**config.mk**
```make
export PLATFORM = sky130hd
export DESIGN_NAME = addsub
export DESIGN_NICKNAME = d
export VERILOG_FILES = /design/src/rtl/addsub_pkg.sv /design/src/rtl/addsub_cla4.sv /design/src/rtl/addsub.sv
export SDC_FILE = /design/constraint.sdc
export NUM_CORES = 1
export LEC_CHECK = 0
export ABC_AREA = 0
export BUFFER_PORTS_ARGS = -buffer_cell sky130_fd_sc_hd__buf_2
export CAP_MARGIN = 20
export CORE_UTILIZATION = 50
export CTS_CLUSTER_DIAMETER = 60
export DETAILED_ROUTE_END_ITERATION = 8
export HOLD_SLACK_MARGIN = 0.02
export PLACE_DENSITY = 0.81
export SYNTH_ARGS = -nofsm -noshare
export SYNTH_HDL_FRONTEND = slang
export SYNTH_SLANG_ARGS = --single-unit
```
**constraint.sdc**
```tcl
create_clock -name clk -period 2.3 [get_ports clk]
set_input_delay 0.115 -clock clk [delete_from_list [all_inputs] [get_ports clk]]
set_output_delay 0.115 -clock clk [all_outputs]
set_load 0.1 [all_outputs]
```
**src/rtl/addsub_pkg.sv**
```systemverilog
// rtl/addsub_pkg.sv - shared constants for the registered add/subtract unit
package addsub_pkg;

  // Default operand/result width of addsub.
  localparam int DEFAULT_WIDTH = 32;

  // Bits per carry-lookahead group; WIDTH must be a multiple of this.
  localparam int GROUP_SIZE = 4;

endpackage

```
**src/rtl/addsub_cla4.sv**
```systemverilog
// rtl/addsub_cla4.sv - 4-bit carry-lookahead group with group propagate/generate
module cla4 (
  input  logic [3:0] x,
  input  logic [3:0] y,
  input  logic       cin,
  output logic [3:0] s,
  output logic       gp,
  output logic       gg,
  output logic       cout
);

  logic [3:0] p;
  logic [3:0] g;
  logic [3:0] c;

  // Bit propagate/generate, internal lookahead carries and group terms.
  always_comb begin
    p    = x ^ y;
    g    = x & y;
    c[0] = cin;
    c[1] = g[0] | (p[0] & cin);
    c[2] = g[1] | (p[1] & g[0]) | (p[1] & p[0] & cin);
    c[3] = g[2] | (p[2] & g[1]) | (p[2] & p[1] & g[0]) | (p[2] & p[1] & p[0] & cin);
    gp   = &p;
    gg   = g[3] | (p[3] & g[2]) | (p[3] & p[2] & g[1]) | (p[3] & p[2] & p[1] & g[0]);
    cout = gg | (gp & cin);
    s    = p ^ c;
  end

endmodule

```
**src/rtl/addsub.sv**
```systemverilog
// rtl/addsub.sv - registered WIDTH-bit adder/subtractor with carry, overflow, zero, negative flags
module addsub
  import addsub_pkg::*;
#(
  parameter int WIDTH = DEFAULT_WIDTH
) (
  input  logic             clk,
  input  logic             rst,
  input  logic [WIDTH-1:0] a,
  input  logic [WIDTH-1:0] b,
  input  logic             sub,
  output logic [WIDTH-1:0] sum,
  output logic             carry,
  output logic             overflow,
  output logic             zero,
  output logic             negative
);

  localparam int GROUPS = WIDTH / GROUP_SIZE;

  logic [WIDTH-1:0]  b_eff;
  logic [WIDTH-1:0]  sum_next;
  logic [GROUPS:0]   c;
  logic [GROUPS-1:0] gp;
  logic [GROUPS-1:0] gg;
  logic [GROUPS-1:0] cout;
  logic              carry_next;
  logic              overflow_next;
  logic              unused_lookahead;

  // Subtraction is a + ~b + 1: invert b and feed sub in as the carry-in.
  assign b_eff = b ^ {WIDTH{sub}};
  assign c[0]  = sub;

  // Group chain: carries between groups come from the group propagate/generate terms.
  for (genvar gi = 0; gi < GROUPS; gi++) begin : g_group
    cla4 u_cla4 (
      .x    (a[gi*GROUP_SIZE +: GROUP_SIZE]),
      .y    (b_eff[gi*GROUP_SIZE +: GROUP_SIZE]),
      .cin  (c[gi]),
      .s    (sum_next[gi*GROUP_SIZE +: GROUP_SIZE]),
      .gp   (gp[gi]),
      .gg   (gg[gi]),
      .cout (cout[gi])
    );
    assign c[gi+1] = gg[gi] | (gp[gi] & c[gi]);
  end

  // The final group's own carry-out is the reported carry; the other group
  // carry-outs duplicate the lookahead carries and are deliberately unused.
  assign carry_next       = cout[GROUPS-1];
  assign unused_lookahead = c[GROUPS] ^ (^cout);

  // Signed overflow: both adder inputs share a sign and the result sign differs.
  assign overflow_next = (a[WIDTH-1] == b_eff[WIDTH-1]) && (sum_next[WIDTH-1] != a[WIDTH-1]);

  // Result register; reset forces a clean zero result with the zero flag set.
  always_ff @(posedge clk or posedge rst) begin
    if (rst) begin
      sum      <= '0;
      carry    <= 1'b0;
      overflow <= 1'b0;
      zero     <= 1'b1;
      negative <= 1'b0;
    end else begin
      sum      <= sum_next;
      carry    <= carry_next;
      overflow <= overflow_next;
      zero     <= (sum_next == '0);
      negative <= sum_next[WIDTH-1];
    end
  end

endmodule

```
==> After elaboration in Yosys (flattened, before gate mapping) <==
Index checks and enable logic that the tools add are counted.
{ "op_classes": {"n_eq_ne": 2, "bitwise_logic": 225, "n_reduce_logical": 10} }
{ "op_table": {"columns": ["cell", "count"], "rows": [
  ["bitwise AND 1 bit", 120],
  ["OR 1 bit", 80],
  ["XOR 4 bit", 16],
  ["bitwise AND 4 bit", 8],
  ["zero test 32 bit", 1],
  ["AND reduction 4 bit", 8],
  ["XOR 32 bit", 1],
  ["equality test 1 bit", 1],
  ["logical AND 1 bit", 1],
  ["inequality test 1 bit", 1]
]} }
{ "totals": {"register_bits": 36, "inputBits": 67, "out_inout_bits": 36} }

==> Longest topological paths before layout <==
Gate-level depths: netlist (run 1).
{ "depth": {"depth_word": 24, "ltp_mapped": 22, "mapped_depth_nobuf": 20} }

==> Hierarchy <==
A second synthesis (run 1) with hierarchy kept.
{ "hier_totals": {"cells_unflattened": 281, "area_unflattened_um2": 2885.3} }
{ "modules_own_cells": {"columns": ["mod", "n_inst", "cells_per_inst", "area_per_inst_um2", "seq_area_each_um2"], "rows": [
  ["addsub", 1, 105, 1401.3, 877.1],
  ["cla4 at g_group[2].u_cla4 ...", 6, 22, 182.7, 0.0],
  ["cla4 at g_group[0].u_cla4 ...", 2, 22, 193.9, 0.0]
]} }

==> Least setup slack after synthesis (run 1) <==
Ideal clock, no wire load.
{ "synth_path": {"path_kind": "input-to-reg", "startpoint": "in sub", "endpoint": "reg zero", "setup_ns": 0.090, "t_arrival_ns": 5.165, "required_ns": 2.210, "setup_slack_ns": -2.955, "path_stages": 22, "path_buffers": 2, "path_cell_list": "buf_6 clkbuf_1 xor2_1 ha_1 nand3_1 nor2_1 a211oi_4 o21ai_2 a31oi_1 o221ai_1 a31oi_1 o21bai_1 a21oi_1 fa_1 xnor2_1 or4_1 nor2_1 or4b_1 a2111o_1 a211o_1 or4b_1 nor4_2"} }
{ "synth_between": {"elab_chain_len": 23} }
{ "synth_lines": {"columns": ["item", "line", "source"], "rows": [
  ["start: declaration", "addsub.sv:11", "input logic sub,"],
  ["XOR 32 bit", "addsub.sv:32", "assign b_eff = b ^ {WIDTH{sub}};"],
  ["XOR 4 bit or bitwise AND 4 bit (tied branches)", "addsub_cla4.sv:18, addsub_cla4.sv:19", null],
  ["bitwise AND 1 bit", "addsub_cla4.sv:25", "gg = g[3] | (p[3] & g[2]) | (p[3] & p[2] & g[1]) | (p[3] & p[2] & p[1] & g[0]);"],
  ["OR 1 bit or bitwise AND 1 bit (tied branches) (2 in a row)", "addsub_cla4.sv:25", null],
  ["OR 1 bit", "addsub_cla4.sv:25", null],
  ["OR 1 bit", null, null],
  ["bitwise AND 1 bit", null, null],
  ["OR 1 bit", null, null],
  ["[... 7 more ...]", null, null],
  ["OR 1 bit", null, null],
  ["bitwise AND 1 bit", null, null],
  ["OR 1 bit", null, null],
  ["bitwise AND 1 bit", "addsub_cla4.sv:21", "c[1] = g[0] | (p[0] & cin);"],
  ["OR 1 bit", "addsub_cla4.sv:21", null],
  ["XOR 4 bit *", "addsub_cla4.sv:27", "s = p ^ c;"],
  ["via g_group[7].u_cla4.s[1]", "addsub_cla4.sv:6", "output logic [3:0] s,"],
  ["zero test 32 bit *", "addsub.sv:69", "zero <= (sum_next == '0);"],
  ["end signal: assignment", "addsub.sv:69", null],
  ["end: declaration", "addsub.sv:15", "output logic zero,"]
]} }
The timed path passes the listed nets; every way through them passes the cells marked *.

==> Final worst setup path (run 1) <==
Same ends and word-level chain as after synthesis.

==> impl_metrics.yaml, run 1 <==
die:
  row_count: 26
  dieArea_sq_mm: 0.00576
  io_pins: 103
  core-area_sq_mm: 0.00517
  start_util_pct: 52.8
  die_h_um: 75.9
  die_w_um: 75.9
route:
  wire_per_inst_um: 23.9
  avgViaCountPerCell: 6.11
  drtAntennaViolNets: 0
  first_pass_iters: 5
  drt_wl_total_um: 13100
  drc: 0
  first_iter_violations: 269
  vias: 3349
synth:
  yosysWarningCount: 0
  synth_async_sr_flop_share_pct: 100
  syn_inst: 273
  ys_seq_area_share_pct: 32.1
  ys_ff_latch: 35
  ys.flop_type: "dfrtp_1"
  synth.avg_cell_area_sq_um: 10.0
  synth_xor_area_share_pct: 17.9
  synthMuxAreaShare_pct: 0.733
  synthAdderAreaFrac_pct: 19.8
  synth_simple_gate_area_share_pct: 11.7
  synth_compound_area_share_pct: 12.2
  synth-edff-count: 0
  ys_types: 45
  syn-cell-area_sq_mm: 0.00273
  synth_top_family_by_area: "adder cells"
  synth_nets: 379
grt:
  grt_pass1_vias: 3332
  grt_pass1_wl_um: 17300
  overflow: 0
  grt.total_usage_pct: 39.5
  grt_start_max_net_pins: 36
  antenna_found_initial: 0
setup_path:
  start_kind: "input port"
  slowest_stage: "or4b_4"
  cp-startpoint: "sub"
  cp-endpoint: "zero$_DFF_PP1_"
  worstPathRequired_ns: 2.51
  crit_fanout: 6
  worst_setup_path_end_kind: "register"
  cpPeakStageDelay_ns: 0.51
  critPathArrivalTime_ns: 5.29
  crit_chain: "buf_12 > buf_12 > xor2_2 > ha_1 > nand3_2 > nor3b_4 > o31ai_2 > nand3b_1 > a31oi_4 > o221ai_2 > a31oi_2 > o21bai_2 > a21oi_2 > fa_2 > xnor2_2 > or4_4 > nor2_1 > or4b_4 > a2111o_1 > a211o_1 > or4b_4 > nor4_4"
  critical_path_class: "input port to register"
cells_and_area:
  diodes: 0
  final_nets: 583
  final_common_cell: "buf_2"
  fillers: 173
  multi_input_area_sq_mm: 0.00210
  regArea_sq_um: 877
  stdcell_count: 548
  synthToLayoutAreaGrowth_pct: 73.7
  fin_area_sq_mm: 0.00475
  drive_gt1_share_pct: 57.1
  final_cell_mix: "buf_2 (101), buf_4 (68), dfrtp_1 (34), xor2_1 (32), ha_1 (31)"
placement:
  placed_cell_area_sq_mm: 0.00387
  post-place-cells: 504
  io_buffers: 102
  gp_congestion: 0.846
  dp_hpwl_um: 5830
sta:
  setup_tns_ns: -11.21
  report.final.slew_viol_count: 0
  hold_slack_ns: 0.118
  fin_crit_ns: 5.08
  period_share_pct: 221
  worstMarginPinSlew_ns: 0.513
  hold_viol_final: 0
  rsz0062_at_grt: "yes"
  finalWorstSetupSlack_ns: -2.78
  fmax_mhz: 197
  setup_viol: 22
  slew-limit-headroom_pct: 66.0
flow_run:
  cap_violations: 0
cts:
  cts_tree: "done"
  clock-sinks: 35
  ctsRootBufferMaster: "clkbuf_8"
  clk_path_buf_depth: 2
  cts_made_buffers: 5
  cts_max_level: 2
  clk_pin_slew_ns: 0.08
pwr:
  p_leak_uw: 0.00242
  vdd_ir_drop_max_mv: 0.800
  p_total_uw: 4970
  power_density_mw_per_mm2: 1050
outcome:
  outcome: "complete, but fails checks"
  violations: "negative setup slack"
worst_hold_path:
  hold_class: "input port to register"
-- metrics by stage --
step / setup slack (ns) / util (%)
detailed placement: -2.86 / 74.8
CTS: -2.38 / 87.4
global placement: -2.56 / 74.8
floorplan: -2.55 / -
finish: -2.78 / 91.8
global route: -2.86 / 91.8
-- flip-flops by register name (all words and copies together), names as in the netlist --
signal	count
carry	1
negative	1
overflow	1
sum	31
zero	1
-- cells by family (layout without fill, tap and decap cells) --
family                     Yosys count  after routing
AOI/OAI and AO/OA                   47             47
buffers and inverters               37            242
xor gates and xnor gates            56             56
muxes                                2              2
adders and majority gates           39             39
DFF                                 35             35
and+or+nand+nor                     57             57
-- how the worst min path moves through the flow --
stage / startpoint / endpoint / depth (start not counted)
after global placement: rst / sum[23]$_DFF_PP0_ / 3
after CTS: a[31] / overflow$_DFF_PP0_ / 3
after floorplan: rst / carry$_DFF_PP0_ / 1
after global routing: a[31] / overflow$_DFF_PP0_ / 3
final: a[31] / overflow$_DFF_PP0_ / 3
after detailed placement: rst / sum[22]$_DFF_PP0_ / 3
-- critical path, delay by kind of cell --
family,cells,cell delay (ns)
and+or+nand+nor,8,2.25
buffers and inverters,2,0.26
adders and majority gates,2,0.73
xor gates and xnor gates,2,0.34
AOI/OAI and AO/OA,8,1.58
-- layout make-up --
class	count	area share, %
Timing Repair Buffer	202	30.3
Inverter	32	2.53
Clock buffer	6	1.74
Multi-Input combinational cell	201	44.3
Sequential cell	35	18.5
Tap cell	70	1.85
Clock inverter	2	0.817
-- power by group --
group | switching, uW | internal (uW) | leakage, uW
combinational | 2440 | 1000 | 0.00195
sequential | 90.8 | 800 | 0.000408
clock | 286 | 357 | 0.0000618
-- synth_stat cells, types with 2 or more instances --
library cell   n  share of area (%)
nand4_1        4               0.92
xnor2_1       16                5.1
a31oi_1        3               0.69
o21ai_0        5               0.92
nor2_1        13                1.8
xor2_1        40                 13
fa_1           7                5.1
nor3_1         2               0.37
dfrtp_1       34                 31
a22oi_1        2               0.55
and2_1         2               0.46
a21o_1         4                1.1
mux2i_1        2               0.73
ha_1          32                 15
inv_1         32                4.4
nor4_1         4               0.92
nand3_1        6                1.1
nor2b_1        7                1.6
or4b_1         2               0.73
o21bai_1       4                1.1
a211oi_1       2               0.55
a21oi_1       15                2.7
nand2_1        7               0.96
and3_1         2               0.46
clkbuf_1       3               0.41
a211o_1        4                1.3
-- metal layers --
layer | track usage (%) | vias to the layer above | share of wire [%]
met1 | 42.6 | 1547 | 33
met3 | 8.92 | 131 | 10
met4 | 24.8 | 0 | 9.9
li1 | - | 1346 | -
met5 | 0 | - | 0
met2 | 69.7 | 325 | 47
-- what timing repair did --
item | 4_1_cts | 5_1_grt
pin swaps | 15 | 18
buffers inserted | 39 | 14
endpoints found under the setup margin | 15 | 22
hold buffers | 1 | 0
cloned | 2 | 0
hold endpoints to repair | 34 | 0
gates resized for setup | 41 | 51
(Power assumes the default switching activity.)
==> inputs of run 2 (changes only) <==
--- a/config.mk
+++ b/config.mk
@@ -8,11 +8,14 @@
 export ABC_AREA = 0
 export BUFFER_PORTS_ARGS = -buffer_cell sky130_fd_sc_hd__buf_2
 export CAP_MARGIN = 20
-export CORE_UTILIZATION = 50
+export CELL_PAD_IN_SITES_DETAIL_PLACEMENT = 2
+export CELL_PAD_IN_SITES_GLOBAL_PLACEMENT = 2
+export CORE_ASPECT_RATIO = 0.5
+export CORE_UTILIZATION = 32
 export CTS_CLUSTER_DIAMETER = 60
 export DETAILED_ROUTE_END_ITERATION = 8
 export HOLD_SLACK_MARGIN = 0.02
-export PLACE_DENSITY = 0.81
+export PLACE_DENSITY_LB_ADDON = 0.1
 export SYNTH_ARGS = -nofsm -noshare
 export SYNTH_HDL_FRONTEND = slang
 export SYNTH_SLANG_ARGS = --single-unit
==> run 2 against run 1 <==
- the run now fails in 4_1_cts
- synthesized cell count unchanged
- area after synthesis unchanged
==> impl_metrics.yaml, run 2 <==
cts:
  cts_hold_buf: 1
  postCtsSetupBuffers: 21
  cts_max_level: 2
  ctsRootBufferMaster: "clkbuf_16"
  clk_path_buf_depth: 2
  cts_made_buffers: 5
  clock-sinks: 35
  cts_resized: 49
synth:
  synth_nets: 379
  ys_types: 45
  ys_seq_area_share_pct: 32.1
  synthTopCellsByCount: "xor2_1 (40), dfrtp_1 (34), ha_1 (32), inv_1 (32), xnor2_1 (16)"
  synth_most_common_cell: "xor2_1"
  synth_top_area_share_pct: 31.1
  synth.top_cells.by_area: "dfrtp_1 (31%), ha_1 (15%), xor2_1 (13%)"
  syn-cell-area_sq_mm: 0.00273
  synth-edff-count: 0
  ys_ff_latch: 35
  ys.flop_type: "dfrtp_1"
  yosysWarningCount: 0
  synth.avg_cell_area_sq_um: 10.0
  syn_inst: 273
  synth_top_area_cell: "dfrtp_1"
  synth_async_sr_flop_share_pct: 100
placement:
  gp_congestion: 0.884
  io_buffers: 102
  dp_hpwl_um: 8860
die:
  die_w_um: 133
  die_h_um: 67.3
  row_count: 23
  start_util_pct: 33.6
  io_pins: 103
outcome:
  error: "[ERROR DPL-0033] detailed placement checks failed during check placement."
  outcome: "stopped before the end"
  lastStage: "4_1_cts"
-- run 2: cell families after synthesis --
family	after synthesis	share of synthesized area, %
xor+xnor	56	17.9
buf+inv	37	5.49
compound gates	47	12.2
simple gates	57	11.7
mux	2	0.733
fa+ha+maj	39	19.8
flops	35	32.1
-- run 2: stage by stage --
| step | util [%] | cell area, sq um | cells | worst slack, ns | setup TNS [ns] |
|---|---|---|---|---|---|
| after floorplan | - | 2870 | 273 | -2.55 | -6.48 |
| after global placement | 49.7 | 4040 | 559 | -2.64 | -12.12 |
| after detailed placement | 49.7 | 4040 | 559 | -3.04 | -17.96 |
==> inputs of run 3 (changes only) <==
==> config.mk (replaced) <==
export PLATFORM = sky130hd
export DESIGN_NAME = addsub
export DESIGN_NICKNAME = d
export VERILOG_FILES = /design/src/rtl/addsub_pkg.sv /design/src/rtl/addsub_cla4.sv /design/src/rtl/addsub.sv
export SDC_FILE = /design/constraint.sdc
export NUM_CORES = 1
export LEC_CHECK = 0
export ABC_AREA = 0
export BUFFER_PORTS_ARGS = -buffer_cell sky130_fd_sc_hd__buf_2
export CAP_MARGIN = 20
export CORE_UTILIZATION = 40
export DETAILED_ROUTE_END_ITERATION = 8
export PLACE_DENSITY_LB_ADDON = 0.15
export SYNTH_ARGS = -nofsm -noshare
export SYNTH_HDL_FRONTEND = slang
export SYNTH_SLANG_ARGS = --single-unit
==> run 3 against run 2 <==
- the flow now finishes, with violations (design-rule violations, negative setup slack)
==> impl_metrics.yaml, run 3 (synthesized netlist as in run 1, its figures left out) <==
setup_path:
  critPathArrivalTime_ns: 4.93
  cp-startpoint: "sub"
  cp_top_family: "buffers and inverters"
  cpPeakStageDelay_ns: 0.54
  start_kind: "input port"
  worstPathRequired_ns: 2.51
  critical_path_class: "input port to register"
  crit_cells: 32
  crit_fanout: 5
  cp_common_cell: "buf_4"
  critPathBufInv: 20
  worst_setup_path_end_kind: "register"
  slowest_stage: "or4b_1"
  cp-endpoint: "zero$_DFF_PP1_"
grt:
  grt.total_usage_pct: 27.3
  antenna_found_initial: 0
  grt_pass1_vias: 3164
  overflow: 0
  grt_pass1_wl_um: 15000
  grt_start_max_net_pins: 36
cells_and_area:
  drive_gt1_share_pct: 56.4
  regMostFlops: "sum"
  final_nets: 610
  fillers: 422
  synthToLayoutAreaGrowth_pct: 78.1
  multi_input_area_sq_mm: 0.00199
  post-route-util_pct: 75.4
  largest_reg_flops: 31
  final_common_cell: "buf_2"
  regArea_sq_um: 877
  diodes: 0
  final_cell_mix: "buf_2 (101), buf_4 (95), xor2_1 (38), dfrtp_1 (34), ha_1 (31)"
die:
  core-area_sq_mm: 0.00646
  row_count: 29
  dieArea_sq_mm: 0.00717
  die_h_um: 84.7
  start_util_pct: 42.3
  io_pins: 103
  die_w_um: 84.7
pwr:
  seq_power_share_pct: 17.5
  p_leak_uw: 0.00251
  switching_share_pct: 53.1
  p_sw_uw: 2620
  clock_power_share_pct: 13.8
  intPower_uw: 2310
  vdd_ir_drop_max_mv: 0.628
  power_density_mw_per_mm2: 1010
  p_comb_share_pct: 68.7
route:
  drc: 7
  first_pass_iters: 8
  drtAntennaViolNets: 0
  first_iter_violations: 116
  wire_per_inst_um: 16.6
  avgViaCountPerCell: 5.06
  drt_wl_total_um: 9670
  vias: 2947
sta:
  hold_viol_final: 0
  report.final.slew_viol_count: 0
  setup_viol: 18
  period_share_pct: 205
  setup_tns_ns: -11.49
  worstMarginPinSlew_ns: 0.466
  finalWorstSetupSlack_ns: -2.42
  rsz0062_at_grt: "yes"
  fin_crit_ns: 4.72
  fmax_mhz: 212
  slew-limit-headroom_pct: 68.1
cts:
  cts_max_level: 2
  cts_tree: "done"
  clk_pin_slew_ns: 0.08
  clk_path_buf_depth: 2
  clock-sinks: 35
  ctsRootBufferMaster: "clkbuf_8"
  cts_made_buffers: 5
outcome:
  outcome: "complete, but fails checks"
  violations: "design-rule violations, negative setup slack"
placement:
  dp_worst_setup_slack_ns: -2.77
  gp_congestion: 0.885
  dp_hpwl_um: 5740
  io_buffers: 102
flow_run:
  cap_violations: 0
worst_hold_path:
  hold_class: "input port to register"
  hold_path.startpoint: "a[31]"
-- run 3: cell type report --
cell class                      count  share of cell area [%]
Clock buffer                        5                    1.41
Clock inverter                      3                    1.39
Inverter                           32                    2.47
Multi-Input combinational cell    201                    41.0
Sequential cell                    35                    18.0
Tap cell                           77                    1.98
Timing Repair Buffer              229                    33.8
-- run 3: stage by stage --
stage / cell area (sq um) / hold slack (ns) / instances / total power [uW]
final: 4870 / 0.102 / 582 / 4930
after global routing: 4870 / 0.132 / 582 / 5100
after CTS: 4720 / 0.0965 / 580 / 4740
after detailed placement: 3960 / 0.242 / 522 / 3700
after global placement: 3960 / 0.234 / 522 / 3690
after floorplan: 2870 / 0.269 / 273 / 2960
-- run 3: metal layers --
metal  wire (um)  global-route usage, %
met5           0                      0
met4         525                   13.6
met3         429                   4.82
met2        5240                   52.3
met1        3480                   28.4
-- run 3: how the worst min path moves through the flow --
stage	to	slack (ns)	cells past startpoint
after floorplan	carry$_DFF_PP0_	0.27	1
after detailed placement	carry$_DFF_PP0_	0.24	3
after global placement	overflow$_DFF_PP0_	0.23	3
after CTS	overflow$_DFF_PP0_	0.1	3
after global routing	overflow$_DFF_PP0_	0.13	3
final	overflow$_DFF_PP0_	0.10	3
-- run 3: what timing repair did --
action | in CTS | in global routing
pin swaps | 22 | 14
setup buffers | 50 | 5
endpoints found under the setup margin | 16 | 21
resized for setup | 53 | 23
endpoints found under the hold margin | 34 | 0
hold buffers | 1 | 0
cloned | 2 | 0
-- run 3: power groups by stage --
stage,clock (uW),sequential (uW),combinational (uW)
detailed placement,0,869,2830
finish,678,863,3390
global placement,0,872,2810
global route,710,875,3520
floorplan,0,2250,711
CTS,685,859,3190
-- run 3: tightest hold or removal path, stage by stage --
cell	delay, ns
buf_2	0.10
xor2_1	0.06
nor2_1	0.08
